==> config.mk <==
export PLATFORM = sky130hd
export DESIGN_NAME = serial_adder
export DESIGN_NICKNAME = d
export VERILOG_FILES = /design/src/rtl/serial_adder.sv
export SDC_FILE = /design/constraint.sdc
export NUM_CORES = 1
export LEC_CHECK = 0
export BUFFER_PORTS_ARGS = -buffer_cell sky130_fd_sc_hd__buf_2
export CAP_MARGIN = 20
export CORE_MARGIN = 10
export CORE_UTILIZATION = 55
export CTS_CLUSTER_DIAMETER = 150
export DETAILED_ROUTE_END_ITERATION = 10
export GPL_TIMING_DRIVEN = 0
export PLACE_DENSITY = 0.78
export REMOVE_ABC_BUFFERS = 1
export SYNTH_ARGS = -nofsm -noshare
export SYNTH_HDL_FRONTEND = slang
export SYNTH_SLANG_ARGS = --single-unit
==> constraint.sdc <==
create_clock -name clk -period 2.05 [get_ports clk]
set_input_delay 0.205 -clock clk [delete_from_list [all_inputs] [get_ports clk]]
set_output_delay 0.205 -clock clk [all_outputs]
set_load 0.02 [all_outputs]
==> src/rtl/serial_adder.sv <==
// serial_adder: bit-serial adder, one full-adder cell fed LSB-first with a carry flop, start/busy/done handshake
module serial_adder #(
  parameter int WIDTH = 8
) (
  input  logic             clk,
  input  logic             rst,
  input  logic             start,
  input  logic [WIDTH-1:0] op1,
  input  logic [WIDTH-1:0] op2,
  input  logic             ci,
  output logic             busy,
  output logic             done,
  output logic [WIDTH-1:0] res,
  output logic             co
);
  localparam int CW = $clog2(WIDTH);
  localparam logic [1:0] S_IDLE = 2'd0, S_ADD = 2'd1, S_DONE = 2'd2;
  logic [1:0] state_q, state_d;
  logic [WIDTH-1:0] a_q, a_d, b_q, b_d, res_q, res_d, sum_v;
  logic [WIDTH-2:0] sr_q, sr_d;
  logic [CW-1:0] cnt_q, cnt_d;
  logic c_q, c_d, co_q, co_d;
  logic hs1_s, hs1_c, hs2_c, s, c_nxt, adding, last, accept;
  // full adder as two half-adder stages with the carries ORed
  assign hs1_s = a_q[0] ^ b_q[0];
  assign hs1_c = a_q[0] & b_q[0];
  assign s     = hs1_s ^ c_q;
  assign hs2_c = hs1_s & c_q;
  assign c_nxt = hs1_c | hs2_c;
  assign adding = state_q == S_ADD;
  assign last   = cnt_q == CW'(WIDTH - 1);
  assign accept = start && !adding;
  assign sum_v  = {s, sr_q};
  always_comb begin
    state_d = accept ? S_ADD : (adding ? (last ? S_DONE : S_ADD) : S_IDLE);
    a_d     = accept ? op1 : (adding ? a_q >> 1 : a_q);
    b_d     = accept ? op2 : (adding ? b_q >> 1 : b_q);
    c_d     = accept ? ci : (adding ? c_nxt : c_q);
    cnt_d   = accept ? '0 : (adding ? cnt_q + CW'(1) : cnt_q);
    sr_d    = adding ? sum_v[WIDTH-1:1] : sr_q;
    res_d   = (adding && last) ? sum_v : res_q;
    co_d    = (adding && last) ? c_nxt : co_q;
  end
  always_ff @(posedge clk or posedge rst) begin
    if (rst) begin
      state_q <= S_IDLE;
      a_q     <= '0;
      b_q     <= '0;
      c_q     <= 1'b0;
      cnt_q   <= '0;
      sr_q    <= '0;
      res_q   <= '0;
      co_q    <= 1'b0;
    end else begin
      state_q <= state_d;
      a_q     <= a_d;
      b_q     <= b_d;
      c_q     <= c_d;
      cnt_q   <= cnt_d;
      sr_q    <= sr_d;
      res_q   <= res_d;
      co_q    <= co_d;
    end
  end
  assign busy = adding;
  assign done = state_q == S_DONE;
  assign res  = res_q;
  assign co   = co_q;
endmodule

==> results.md <==
- The aggregate negative setup slack is 0 ns.
- Once routing completed, OpenROAD measured the worst setup slack at 0.224 ns.
- The total routing resource utilization after global routing is 0.109.
- The startpoint of the tightest hold check path is op1[7].
- The met3 wirelength from detailed routing is between 100 and 150 µm.
- The cell type with the largest total area after synthesis is dfrtp_1.
- The leakage dissipation is 1.03 nW.
- Derived from the worst setup path, the maximum achievable clock frequency is 0.548 GHz.
- The number of synthesized register bits is 38.
- For this run, the share of the core covered by cells in the final layout is 0.665.
- In the finished design, the share of the clock period the worst path needs comes to 0.891.
- Excluding fillers, the count of instances in the completed layout stands at 190.
- The arrival time of data at the critical path endpoint is around 1.6 ns.
- The family with the most delay on the worst path is buffers and inverters.
- Walking the worst path, the cells encountered are nand2b_1 > buf_8 > inv_4 > buf_2.
- The depth of the most critical reg-to-reg path is 4.
- During synthesis, Yosys emitted a total of 0 warnings.
- Summing all non-filler instances in the final layout gives an area of 2050 µm².
- The area share of the largest cell type after synthesis is 0.536.
- After synthesis, the netlist uses 14 different library cells.
- Before CTS, the worst setup slack after placement is ~0.32 ns.
- The wire length of the first global-routing pass is 5.07 mm.
- The maximum number of pins on one net before global-route repair is 22.
- The type of origin of the critical path is a flop.
- In this run, placement finished with an instance count of roughly 180.
- The antenna diode count is 0.
- The share of synthesized cell area in full adder, half adder and majority cells is 0.0254.
- In this run the number of H-tree levels came out at 2.
- The amount of wire on met2 after detailed routing is 1.55 mm.
- The post-route antenna net violation count is 0.
- Compared with the post-synthesis result, the final layout area differs by 15.4%.
- The master of the slowest instance on the critical path is dfrtp_1.
- The maximum number of buffers from clock root to sink is 2.
- The power density over the cells is roughly 1400 nW/µm².
- The slew at the pin closest to its max-slew limit is 0.774 ns.
- The floorplan core area is ~3100 µm².
- The via count is between 900 and 1,000.
- The worst setup path is of the flop to primary output kind.
- In this run the register-to-register setup slack is between 0.2 and 0.3 ns.
- By area, the combinational part of the netlist is dominated by multiplexers.
- The cell count after synthesis came out at 110.
- In the layout the commonest cells are dfrtp_1 (38), buf_2 (30), mux2_4 (24), mux2_2 (24), clkbuf_4 (5).
- The class of the tightest hold or removal check is input pin to flop.
- The area of the die is 5900 µm².
- The worst hold path passes through 3 cells.
- The biggest cell delay along the critical path is 0.40 ns.
- The quantity of I/O buffers inserted on ports is 30.
- In this run the worst path has a maximum fanout of 16.
- The run finished with clean final reports.
- The TritonCTS buffer count is 5.
- The max-slew violation total from the final report was 0.
- The final hold slack is 0.119 ns.
- Between clock sinks in the finished design, the worst skew comes to ~0.009 ns.
- The number of placed I/O pins is 31.
- Dividing the detail-routed wire length by the instance count gives roughly 16 µm.
- The critical path data required time is 1.85 ns.
- The die boundary width is 76.8 µm.
- The tree is rooted in a clkbuf_4.
- The worst register-to-register path ends at res[0].
- The reg-to-reg critical path startpoint is cnt_q[0].
- Once the clock tree was built, the resizer swapped 0 gates to a different size.
- Summed over all layers, the global routing overflow is 0.
- The multiplexer area fraction after synthesis is 0.378.
- The overall power of the completed layout is 2.92 mW.
- The layout has 224 filler cells.
- The length of the first detailed-routing pass in iterations is 4.
- In the routed design, unresolved DRC markers number 0.
- The number of buffers and inverters on the critical path is 3.
- The final estimated routing congestion in global placement is 0.669.
- The TritonCTS clock tree is yes.
- By area the synthesized netlist is led by dfrtp_1 (54%), mux2_4 (20%), mux2_2 (15%), mux2i_1 (2.3%), buf_6 (1.9%).
- After detailed placement, the total cell area comes to 1980 µm².
- The leading cell type in the layout, fill and taps excluded is dfrtp_1.
- The worst ir drop on vdd is between 500 and 600 µV.
- In the routed layout, each cell is associated on average with a via count of around 5.0.
- The detailed router put a total of 1.29 mm of wire on met1.
- The top metal layer carrying routed signals is met4.
- The initial antenna violation count is 0.
- The die outline height is 76.8 µm.
- Setup repair after global routing left no endpoint under its margin.
- For hold timing, the worst endpoint is a_q[7].
- The complex-gate fraction of the synthesized area is 0.
- STA classifies the critical path endpoint as a primary output.
- The post-synthesis cell area is 1770 µm².
- For this block, the routed nets add up to 3.02 mm of wire.
- At the later pin of the worst-skew pair, clock insertion delay measures about 0.34 ns.
- The xor/xnor cell area share of the yosys netlist is 0.
- The fraction of layout instances using a drive strength above 1 is 0.603.
- Clock-pin slew was measured on the worst setup and hold paths at approximately 0.11 ns.
- The count of standard-cell rows is 20.
- The sink count of the clock tree is 38.
- Counting I/O delays and the setup requirement, the final critical path takes roughly 1.8 ns.
- The proportion of synthesized chip area in sequential cells is 0.536.
- The number of global-route vias before repair is about 1,100.
- The tool flagged a number of max-cap violations equal to 0.
- The wire-length estimate of the detail-placed layout is 2.16 mm.
- The simple logic cell fraction of the synthesized area is 0.0261.
- The synthesized area per cell is 16.1 µm².
- The number of failing hold endpoints at the final stage was 0.
- The starting DRC count in detailed routing is 37.
- The number of nets in the layout is 168.
- For this configuration, the core starts out at a cell density of 0.576.
- Measured against its own limit, the worst slew margin works out to 0.484.
- Setup violations remaining at the end of the flow were counted as 0.
==> state kept, by name, indices dropped and copies added, names as in the netlist <==
| signal | cells |
|---|---|
| a_q | 8 |
| b_q | 8 |
| res | 8 |
| sr_q | 7 |
| cnt_q | 3 |
| state_q | 2 |
| c_q | 1 |
| co | 1 |
==> worst min-delay path: stages <==
cell	delay, ns
buf_2	0.08
mux2i_1	0.06
nor2_1	0.08
==> power breakdown <==
part           switching [mW]  total [mW]  internal, mW
clock                   0.238       0.404         0.166
sequential              0.183        1.27          1.08
combinational           0.527        1.25         0.725
total                   0.948        2.92          1.97
==> cell type report <==
| class | count | area (µm²) | area share |
|---|---|---|---|
| Sequential cell | 38 | 951 | 0.464 |
| Multi-Input combinational cell | 63 | 762 | 0.372 |
| Timing Repair Buffer | 33 | 203 | 0.0990 |
| Clock buffer | 7 | 55.1 | 0.0269 |
| Tap cell | 44 | 55.1 | 0.0269 |
| Inverter | 4 | 17.5 | 0.00855 |
| Clock inverter | 1 | 5.00 | 0.00244 |
==> how the worst max path moves through the flow <==
| stage | from | to | slack, ns | cells past startpoint |
|---|---|---|---|---|
| after floorplan | state_q[1] | sr_q[0] | 0.29 | 3 |
| after global placement | state_q[1] | sr_q[0] | 0.11 | 3 |
| after detailed placement | cnt_q[0] | res[0] | 0.32 | 4 |
| after CTS | state_q[1] | busy | 0.21 | 4 |
| after global routing | state_q[1] | busy | 0.13 | 4 |
| final | state_q[1] | busy | 0.22 | 4 |
==> cells by family after synthesis <==
family,Yosys count
buffers and inverters,9
AND/OR/NAND/NOR,8
flip-flops,38
multiplexers,52
adder cells (fa/ha/maj),3
==> timing repair <==
item	CTS	global route
setup buffers	0	0
hold buffers	1	0
endpoints found under the hold margin	16	0
==> layer usage <==
metal,vias to the layer above,global-route usage
li1,449,-
met1,476,0.116
met2,19,0.184
met3,7,0.0361
met4,0,0.0613
met5,-,0
==> synth_stat cells, drive strengths merged <==
master and n:
nor2b 3, nor2 2, inv 4, nand2b 2, ha 2, mux2i 4, nand3b 1, buf 5
mux2 48, fa 1, dfrtp 38
(Power assumes the default switching activity.)
